File: src/rtl/fifo_pkg.sv
// -----------------------------------------------------------------------------
// fifo_pkg
// Shared definitions for param_fifo and its storage sub-module:
//   clog2     - ceiling log2, used for pointer and occupancy widths
//   MODE_STD  - standard registered read mode
//   MODE_FWFT - first-word-fall-through read mode
//   ptr_inc   - pointer increment that wraps explicitly at depth-1, so
//               non-power-of-two depths work without modulo arithmetic
// -----------------------------------------------------------------------------
package fifo_pkg;

   localparam int MODE_STD  = 0;
   localparam int MODE_FWFT = 1;

   function automatic int clog2(input int n);
      int r;
      r = 0;
      while ((1 << r) < n) begin
         r = r + 1;
      end
      return r;
   endfunction

   function automatic int unsigned ptr_inc(input int unsigned ptr,
                                           input int unsigned depth);
      return (ptr == depth - 32'd1) ? 32'd0 : ptr + 32'd1;
   endfunction

endpackage

File: src/rtl/fifo_mem.sv
// -----------------------------------------------------------------------------
// fifo_mem
// D x W storage array for param_fifo. Contents are never reset.
//   clk      in   clock; writes happen on the rising edge
//   we_i     in   write enable
//   waddr_i  in   write address (0..D-1)
//   wdata_i  in   write data
//   raddr_i  in   read address (0..D-1)
//   rdata_o  out  asynchronous read data at raddr_i
// -----------------------------------------------------------------------------
module fifo_mem
   import fifo_pkg::*;
#(
   parameter int W  = 8,
   parameter int D  = 16,
   parameter int AW = clog2(D)
)(
   input  logic          clk,
   input  logic          we_i,
   input  logic [AW-1:0] waddr_i,
   input  logic [W-1:0]  wdata_i,
   input  logic [AW-1:0] raddr_i,
   output logic [W-1:0]  rdata_o
);

   logic [W-1:0] mem_q [0:D-1];

   always_ff @(posedge clk) begin
      if (we_i) begin
         mem_q[waddr_i] <= wdata_i;
      end
   end

   // Asynchronous read lets FWFT mode present the head word combinationally
   // and lets standard mode register it in the same cycle the pop is accepted.
   assign rdata_o = mem_q[raddr_i];

endmodule

File: src/rtl/param_fifo.sv
// -----------------------------------------------------------------------------
// param_fifo
// Parametrised single-clock FIFO with arbitrary depth, programmable
// almost-full/almost-empty thresholds, occupancy count, sticky error flags
// and selectable standard or first-word-fall-through read mode.
//   clk           in   clock
//   rst           in   asynchronous active-low reset
//   wr_en         in   write request
//   data_in       in   write data
//   rd_en         in   read/pop request
//   clr_err       in   clears OVERFLOW and UNDERFLOW (a same-cycle set wins)
//   data_out      out  read data
//   rd_valid      out  standard: data_out updated this cycle; FWFT: !EMPTY
//   count         out  occupancy
//   FULL, EMPTY, ALMOST_FULL, ALMOST_EMPTY  out  registered status flags
//   OVERFLOW      out  sticky, a write was rejected
//   UNDERFLOW     out  sticky, a read was rejected
// -----------------------------------------------------------------------------
module param_fifo
   import fifo_pkg::*;
#(
   parameter int W     = 8,
   parameter int D     = 16,
   parameter int AF_TH = D - 1,
   parameter int AE_TH = 1,
   parameter int FWFT  = MODE_STD
)(
   input  logic                  clk,
   input  logic                  rst,
   input  logic                  wr_en,
   input  logic [W-1:0]          data_in,
   input  logic                  rd_en,
   input  logic                  clr_err,
   output logic [W-1:0]          data_out,
   output logic                  rd_valid,
   output logic [clog2(D+1)-1:0] count,
   output logic                  FULL,
   output logic                  EMPTY,
   output logic                  ALMOST_FULL,
   output logic                  ALMOST_EMPTY,
   output logic                  OVERFLOW,
   output logic                  UNDERFLOW
);

   localparam int PW = clog2(D);
   localparam int CW = clog2(D + 1);

   // Elaboration-time parameter checks
   if (D < 2) begin : g_bad_depth
      $error("param_fifo: D must be at least 2");
   end
   if (AF_TH < 1 || AF_TH > D) begin : g_bad_af_th
      $error("param_fifo: AF_TH must be in 1..D");
   end
   if (AE_TH < 0 || AE_TH > D - 1) begin : g_bad_ae_th
      $error("param_fifo: AE_TH must be in 0..D-1");
   end
   if (FWFT != MODE_STD && FWFT != MODE_FWFT) begin : g_bad_mode
      $error("param_fifo: FWFT must be 0 or 1");
   end

   logic [PW-1:0] wr_ptr_q, wr_ptr_d;
   logic [PW-1:0] rd_ptr_q, rd_ptr_d;
   logic [CW-1:0] count_q, count_d;
   logic          full_q, full_d;
   logic          empty_q, empty_d;
   logic          af_q, af_d;
   logic          ae_q, ae_d;
   logic          ovf_q, ovf_d;
   logic          udf_q, udf_d;
   logic          rd_acc;
   logic          wr_acc;
   logic [W-1:0]  mem_rdata;

   // A read frees a slot in the same cycle, so a full FIFO still accepts a
   // write when it is also being popped.
   assign rd_acc = rd_en && !empty_q;
   assign wr_acc = wr_en && (!full_q || rd_acc);

   always_comb begin
      wr_ptr_d = wr_ptr_q;
      rd_ptr_d = rd_ptr_q;
      count_d  = count_q;

      if (wr_acc) begin
         wr_ptr_d = PW'(ptr_inc(32'(wr_ptr_q), D));
      end
      if (rd_acc) begin
         rd_ptr_d = PW'(ptr_inc(32'(rd_ptr_q), D));
      end

      case ({wr_acc, rd_acc})
         2'b10:   count_d = count_q + CW'(1);
         2'b01:   count_d = count_q - CW'(1);
         default: count_d = count_q;
      endcase

      // Flags derive from the next count so they register in step with it.
      full_d  = (count_d == CW'(D));
      empty_d = (count_d == '0);
      af_d    = (count_d >= CW'(AF_TH));
      ae_d    = (count_d <= CW'(AE_TH));

      // Set has priority over clear.
      ovf_d = ovf_q;
      if (wr_en && !wr_acc) begin
         ovf_d = 1'b1;
      end else if (clr_err) begin
         ovf_d = 1'b0;
      end

      udf_d = udf_q;
      if (rd_en && !rd_acc) begin
         udf_d = 1'b1;
      end else if (clr_err) begin
         udf_d = 1'b0;
      end
   end

   always_ff @(posedge clk or negedge rst) begin
      if (!rst) begin
         wr_ptr_q <= '0;
         rd_ptr_q <= '0;
         count_q  <= '0;
         full_q   <= 1'b0;
         empty_q  <= 1'b1;
         af_q     <= 1'b0;
         ae_q     <= 1'b1;
         ovf_q    <= 1'b0;
         udf_q    <= 1'b0;
      end else begin
         wr_ptr_q <= wr_ptr_d;
         rd_ptr_q <= rd_ptr_d;
         count_q  <= count_d;
         full_q   <= full_d;
         empty_q  <= empty_d;
         af_q     <= af_d;
         ae_q     <= ae_d;
         ovf_q    <= ovf_d;
         udf_q    <= udf_d;
      end
   end

   fifo_mem #(
      .W  (W),
      .D  (D),
      .AW (PW)
   ) u_mem (
      .clk     (clk),
      .we_i    (wr_acc),
      .waddr_i (wr_ptr_q),
      .wdata_i (data_in),
      .raddr_i (rd_ptr_q),
      .rdata_o (mem_rdata)
   );

   if (FWFT == MODE_FWFT) begin : g_fwft
      // Head word is visible as soon as it is stored; zero while empty.
      assign data_out = empty_q ? '0 : mem_rdata;
      assign rd_valid = !empty_q;
   end else begin : g_std
      logic [W-1:0] dout_q;
      logic         rv_q;

      always_ff @(posedge clk or negedge rst) begin
         if (!rst) begin
            dout_q <= '0;
            rv_q   <= 1'b0;
         end else begin
            rv_q <= rd_acc;
            if (rd_acc) begin
               dout_q <= mem_rdata;
            end
         end
      end

      assign data_out = dout_q;
      assign rd_valid = rv_q;
   end

   assign count        = count_q;
   assign FULL         = full_q;
   assign EMPTY        = empty_q;
   assign ALMOST_FULL  = af_q;
   assign ALMOST_EMPTY = ae_q;
   assign OVERFLOW     = ovf_q;
   assign UNDERFLOW    = udf_q;

endmodule

File: config.mk
export PLATFORM = sky130hd
export DESIGN_NAME = param_fifo
export DESIGN_NICKNAME = d
export VERILOG_FILES = /design/src/rtl/fifo_pkg.sv /design/src/rtl/fifo_mem.sv /design/src/rtl/param_fifo.sv
export SDC_FILE = /design/constraint.sdc
export NUM_CORES = 1
export LEC_CHECK = 0
export ABC_AREA = 1
export ABC_CLOCK_PERIOD_IN_PS = 2790
export BUFFER_PORTS_ARGS = -buffer_cell sky130_fd_sc_hd__buf_2
export CAP_MARGIN = 15
export CORE_MARGIN = 2
export CORE_UTILIZATION = 61
export DETAILED_ROUTE_END_ITERATION = 8
export PLACE_DENSITY = 0.85
export RECOVER_POWER = 50
export SLEW_MARGIN = 20
export SYNTH_ARGS = -nofsm -noshare
export SYNTH_HDL_FRONTEND = slang
export SYNTH_SLANG_ARGS = --single-unit
File: constraint.sdc
create_clock -name clk -period 2.79 [get_ports clk]
set_input_delay 0.4185 -clock clk [delete_from_list [all_inputs] [get_ports clk]]
set_output_delay 0.4185 -clock clk [all_outputs]
set_load 0.1 [all_outputs]
==> results of run 1 <==
-- power by group --
part	total, mW	internal, mW	switching, mW
logic	3.53	0.829	2.70
clock network	2.27	1.43	0.841
registers	3.14	2.91	0.232
-- sequential cells by signal, indices dropped and copies added (netlist names) --
register,flops
u_mem.mem_q,128
data_out,8
count,5
rd_ptr_q,4
wr_ptr_q,4
ALMOST_EMPTY,1
ALMOST_FULL,1
EMPTY,1
FULL,1
OVERFLOW,1
UNDERFLOW,1
rd_valid,1
-- metal layers --
metal  vias to the layer above  routed length (µm)  global-route usage
met3                        27                1622             0.07567
met5                         -                   0                   0
li1                       2035                   -                   -
met2                       308                7572              0.4521
met4                         0                 278             0.09276
met1                      2140                5364              0.3677
-- worst register-to-register path, stage by stage (launching register included) --
cell and delay [ns]:
dfstp_1 0.58, nor2_4 0.07, inv_2 0.05, nand2_1 0.04, nand2_1 0.18, ha_1 0.37
nor2_1 0.13, nor2_4 0.14, ha_1 0.15, inv_1 0.04, nand2_1 0.10, nand3_1 0.15
nand2_1 0.10, nand2_1 0.05, nand2_1 0.06, nand2_1 0.07, nand2_2 0.08, inv_1 0.06
nor2_1 0.11
-- through the flow --
stage,cells,hold WS (ns),utilization
2_1_floorplan,562,0.1229,-
3_3_place_gp,719,0.4859,0.6591
3_5_place_dp,719,0.5026,0.6591
4_1_cts,752,0.07679,0.7171
5_1_grt,752,0.08434,0.7153
6_report,752,0.08797,0.7153
-- cells in the final DEF, fill, tap and decap left out, drive strengths merged --
cell type / instances
edfxtp: 128
nor2: 112
nand2: 87
o21ai: 65
nand3: 40
clkbuf: 36
buf: 35
dfrtp: 26
inv: 25
o211ai: 17
a21oi: 16
ha: 8
clkinv: 4
xor2: 3
bufinv: 3
xnor2: 2
clkinvlp: 2
dfstp: 2
nand3b: 1
nor3: 1
nor3b: 1
nand4: 1
dlygate4sd3: 1
-- Yosys cell counts --
cell and number:
xnor2_1 2, nor3_1 1, buf_1 1, dfstp_2 2
o21ai_0 44, clkinv_1 2, xor2_1 3, o21ai_1 20
nand3_1 38, a21oi_1 16, inv_2 5, edfxtp_1 128
dfrtp_1 26, nand3_2 2, nor3b_1 1, ha_1 8
inv_1 20, nand2_2 3, nand4_1 1, nand2_1 84
nand3b_1 1, nor2_4 3, buf_4 2, o211ai_1 17
buf_6 7, buf_2 10, o21ai_2 1, nor2_1 109
clkbuf_1 5
-- cell type report --
cell class,count,area (µm²)
sequential,156,4548
fill,648,2939
multi-input combinational,354,1694
clock buffer,25,474.2
timing repair buffer,47,281.5
tap,136,170.2
clock inverter,7,115.1
inverter,27,101.3
-- cells by family after synthesis --
kind of cell / Yosys count
simple gates: 243
compound gates: 98
xor+xnor: 5
buf+inv: 52
fa+ha+maj: 8
flops: 156
-- worst paths after layout --
| kind | start | to | slack (ns) | depth (start not counted) |
|---|---|---|---|---|
| worst max-delay path | EMPTY$_DFF_PN1_ | FULL$_DFF_PN0_ | 0.21 | 18 |
| worst min-delay path | clr_err | UNDERFLOW$_DFFE_PN0P_ | 0.09 | 2 |
| worst max register to register | EMPTY$_DFF_PN1_ | FULL$_DFF_PN0_ | 0.21 | 18 |
| worst min register to register | UNDERFLOW$_DFFE_PN0P_ | UNDERFLOW$_DFFE_PN0P_ | 0.52 | 2 |
| max in group asynchronous | rst | rd_ptr_q[0]$_DFFE_PN0P_ | 0.80 | 2 |
| min in group asynchronous | rst | rd_valid$_DFF_PN0_ | 0.88 | 2 |
-- repair_timing --
action / in CTS / in global routing
hold buffers: 1 / 0
resized for setup: 0 / 0
hold endpoints to repair: 26 / 0
==> results.py, run 1 <==
metrics = {
    "setup_path": {
        "cp.arrival_ns": 3.04,
        "cp_data_required_time_ns": 3.25,
        "crit_chain": "nor2_4, inv_2, nand2_1, nand2_1, ha_1, nor2_1, nor2_4, ha_1, inv_1, nand2_1, nand3_1, nand2_1, nand2_1, nand2_1, nand2_1, nand2_2, inv_1, nor2_1",
        "startpoint_type": "flip-flop",
        "worst-setup-path-type": "reg2reg",
        "max_stage_delay_ns": 0.58,
        "critical_path_buf_inv_count": 3,
        "cpMaxStageDelayCell": "dfstp_1",
        "crit_family": "simple AND/OR/NAND/NOR gates",
        "cpMostUsedCell": "nand2_1",
        "endpoint_kind": "flip-flop",
        "path_max_fanout": 6,
    },
    "floorplan": {
        "ios": 33,
        "die_area_um2": 11510,
        "coreArea_um2": 10320,
        "rows": 37,
        "start_util": 0.6305,
        "die_y_um": 107.3,
        "die_x_um": 107.3,
    },
    "synth": {
        "synth-seq-area-share": 0.6986,
        "ys_types": 29,
        "ys_warn_count": 0,
        "syn-num-nets": 583,
        "syn-mean-instance-area_um2": 11.58,
        "synth_fa_ha_area_frac": 0.01538,
        "yosysTopAreaCell": "edfxtp_1",
        "post_synth_xor_area_fraction": 0.006728,
        "syn_inst": 562,
        "synth.area.top_cells": "edfxtp_1 (59%), dfrtp_1 (10%), nor2_1 (6.3%)",
        "synth_area_um2": 6509,
        "synth_top_area_frac": 0.5905,
        "synth_compound_area_frac": 0.08247,
        "yosys_register_bits": 156,
        "synthMuxAreaShare": 0,
        "synth_simple_gate_area_frac": 0.1557,
        "synth_top_family_by_area": "simple AND/OR/NAND/NOR gates",
    },
    "run_status": {
        "violations": "capacitance limit, slew limit",
        "status": "complete, but fails checks",
    },
    "clocking": {
        "clock_sinks": 156,
        "cts_tree": "built",
        "numCtsBuffers": 17,
        "cts_setup_buffers": 0,
        "htreeDepth": 4,
        "cts-root-buf": "clkbuf_8",
        "clk_pin_slew_ns": 0.06,
        "clk_path_buf_depth": 2,
        "insertion_delay_ns": 0.53,
    },
    "timing": {
        "slew_viol_final": 29,
        "hold_violations": 0,
        "fmax_ghz": 0.3870,
        "layout_min_cycle_time_ns": 2.584,
        "slew_headroom": -0.1392,
        "finalSetupViolations": 0,
        "post-route-period-util": 0.9261,
        "setup_slack_ns": 0.2061,
        "grt_setup_unrepaired": "false",
        "tightest_slew_ns": 1.709,
        "finClkSkew_ns": 0.008409,
        "tns_ns": 0,
    },
    "worst_hold_path": {
        "hp-class": "in2reg",
    },
    "power_and_ir_drop": {
        "p_per_area_nw_per_um2": 1211,
        "total_power_mw": 8.945,
        "ir_drop_v": 0.0007030,
        "power_leakage_nw": 2.762,
    },
    "routing": {
        "routed_wl_mm": 14.84,
        "drc_errors": 0,
        "ant_nets": 0,
        "vias_per_cell": 5.997,
        "vias": 4510,
        "dr.pass1.iters": 7,
        "wire_per_inst_um": 19.73,
        "drt_iter0_markers": 570,
    },
    "flow_run": {
        "drv_cap": 1,
    },
    "place": {
        "place_area_um2": 6804,
        "io_buffers": 32,
        "place_ws_ns": 0.2262,
        "dp_hpwl_mm": 8.712,
        "place_congestion": 0.8624,
    },
    "grt": {
        "grt_first_pass_wirelength_mm": 23.25,
        "grt_pass1_vias": 4297,
        "antenna_found_initial": 0,
        "track_usage": 0.2784,
        "grt_overflow": 0,
        "grt_max_degree": 67,
    },
    "finish": {
        "drive_above_1_share": 0.1250,
        "fin_nets": 624,
        "area_growth_pct": 13.46,
        "fin_area_um2": 7385,
        "antennaDiodeCount": 0,
    },
}
No activity file was read; power rests on OpenSTA's default activity.
==> run 2: changes to the inputs <==
- RECOVER_POWER: 50 -> 25
==> results.py, run 2 (synthesis results as in run 1) <==
metrics = {
    "clocking": {
        "numCtsBuffers": 17,
        "clock_sinks": 156,
        "insertion_delay_ns": 0.53,
        "cts-root-buf": "clkbuf_8",
        "cts_setup_buffers": 0,
        "cts_tree": "built",
        "cts_hold_buf": 1,
        "clk_path_buf_depth": 2,
        "clk_pin_slew_ns": 0.06,
        "cts_resized": 0,
        "htreeDepth": 4,
    },
    "setup_path": {
        "startpoint_type": "flip-flop",
        "cp.arrival_ns": 3.02,
        "cpMaxStageDelayCell": "dfstp_2",
        "cpMostUsedCell": "nand2_1",
        "rr_endpoint": "FULL$_DFF_PN0_",
        "rrSetupSlack_ns": 0.23,
        "endpoint_kind": "flip-flop",
        "worstSetupStartpoint": "EMPTY$_DFF_PN1_",
        "cp_data_required_time_ns": 3.25,
        "max_stage_delay_ns": 0.56,
        "crit_chain": "nor2_4, inv_2, nand2_1, nand2_1, ha_1, nor2_1, nor2_4, ha_1, inv_1, nand2_1, nand3_1, nand2_1, nand2_1, nand2_1, nand2_1, nand2_2, inv_1, nor2_1",
        "r2r_start": "EMPTY$_DFF_PN1_",
        "worst-setup-path-type": "reg2reg",
        "path_max_fanout": 6,
        "rr_worst_depth": 18,
    },
    "finish": {
        "final_cell_mix": "edfxtp_1 (128), nor2_1 (109), nand2_1 (84)",
        "antennaDiodeCount": 0,
        "largest_register": "u_mem.mem_q",
        "drive_above_1_share": 0.1364,
        "fin_area_um2": 7396,
        "instances_no_fill": 752,
        "multi_input_area_um2": 1694,
        "fin_nets": 624,
        "fill_cells": 642,
        "largest_reg_flops": 128,
        "register_area_um2": 4548,
        "area_growth_pct": 13.63,
        "final_common_cell": "edfxtp_1",
    },
    "routing": {
        "routed_wl_mm": 14.83,
        "vias": 4565,
        "wire_per_inst_um": 19.71,
        "ant_nets": 0,
        "vias_per_cell": 6.070,
        "drc_errors": 0,
        "dr.pass1.iters": 6,
        "drt_iter0_markers": 553,
    },
    "power_and_ir_drop": {
        "pwr-share-clk": 0.254,
        "power_leakage_nw": 2.777,
        "p_per_area_nw_per_um2": 1210,
        "seqPwrFrac": 0.351,
        "p_sw_mw": 3.776,
        "sw_frac_of_total": 0.4219,
        "p_int_mw": 5.175,
        "ir_drop_v": 0.0007046,
        "pwr-share-comb": 0.395,
    },
    "floorplan": {
        "coreArea_um2": 10320,
        "rows": 37,
        "die_y_um": 107.3,
        "ios": 33,
        "start_util": 0.6305,
        "die_area_um2": 11510,
        "die_x_um": 107.3,
    },
    "grt": {
        "grt_max_degree": 67,
        "grt_pass1_vias": 4297,
        "grt_first_pass_wirelength_mm": 23.25,
        "antenna_found_initial": 0,
        "grt_overflow": 0,
        "track_usage": 0.2784,
    },
    "timing": {
        "slew_headroom": 0.4224,
        "finalSetupViolations": 0,
        "tightest_slew_ns": 0.8664,
        "finClkSkew_ns": 0.008788,
        "post-route-period-util": 0.9192,
        "layout_min_cycle_time_ns": 2.565,
        "fmax_ghz": 0.3899,
        "hold_violations": 0,
        "slew_viol_final": 0,
        "grt_setup_unrepaired": "false",
        "tns_ns": 0,
    },
    "place": {
        "place_congestion": 0.8624,
        "place_area_um2": 6804,
        "dp_hpwl_mm": 8.712,
        "numPlacedInstances": 719,
        "io_buffers": 32,
    },
    "run_status": {
        "status": "finished clean",
    },
    "worst_hold_path": {
        "min_delay_worst_endpoint": "UNDERFLOW$_DFFE_PN0P_",
        "holdPathStages": 2,
        "hp-class": "in2reg",
        "min_from": "clr_err",
    },
    "flow_run": {
        "drv_cap": 0,
    },
}
==> run 2: cell count changes in the layout (fill, tap and decap cells not counted) <==
cell	before	now
buf_2	23	26
buf_4	10	12
clkbuf_1	16	11
dfstp_1	1	0
dfstp_2	1	2
inv_1	21	20
inv_2	4	5
==> run 2: critical path: cells and delay by family, from the launching register on <==
| family | cells | cell delay, ns |
|---|---|---|
| simple gates | 13 | 1.26 |
| buf+inv | 3 | 0.15 |
| flops | 1 | 0.56 |
| fa+ha+maj | 2 | 0.52 |
==> run 2: layout make-up <==
cell class              count  area share
inverters                  27     0.01370
clock inverters             7     0.01556
well taps                 136     0.02301
multi-input cells         354      0.2291
clock buffers              25     0.06412
flip-flops and latches    156      0.6150
repair buffers             47     0.03959
==> run 2: worst max path at each step <==
stage / end / cells past startpoint / slack (ns)
final: FULL$_DFF_PN0_ / 18 / 0.23
after global routing: ALMOST_FULL$_DFF_PN0_ / 19 / 0.09
after CTS: FULL$_DFF_PN0_ / 18 / 0.26
after detailed placement: ALMOST_FULL$_DFF_PN0_ / 20 / 0.23
after global placement: ALMOST_FULL$_DFF_PN0_ / 20 / 0.38
after floorplan: ALMOST_FULL$_DFF_PN0_ / 19 / 0.14
==> run 2: layer usage <==
layer  track usage  part of all wire  wire (µm)
met1        0.3677              0.37       5432
met2        0.4521              0.51       7566
met3       0.07567              0.10       1522
met4       0.09276             0.020        303
met5             0                 0          0
==> run 2: power by group through the flow <==
stage / clock (mW) / sequential [mW] / combinational (mW)
3_5_place_dp: 0 / 3.17 / 3.42
2_1_floorplan: 0 / 4.02 / 1.82
5_1_grt: 2.38 / 3.17 / 3.80
4_1_cts: 2.28 / 3.13 / 3.50
6_report: 2.28 / 3.14 / 3.53
3_3_place_gp: 0 / 3.15 / 3.30
==> run 2: per-stage QoR <==
stage	setup WS, ns	total power [mW]	utilization	hold WS [ns]
after CTS	0.2603	8.916	0.7171	0.07679
after global placement	0.3766	6.452	0.6591	0.4859
after floorplan	0.1417	5.837	-	0.1229
after detailed placement	0.2262	6.596	0.6591	0.5026
after global routing	0.08649	9.348	0.7164	0.08434
final	0.2255	8.952	0.7164	0.08405
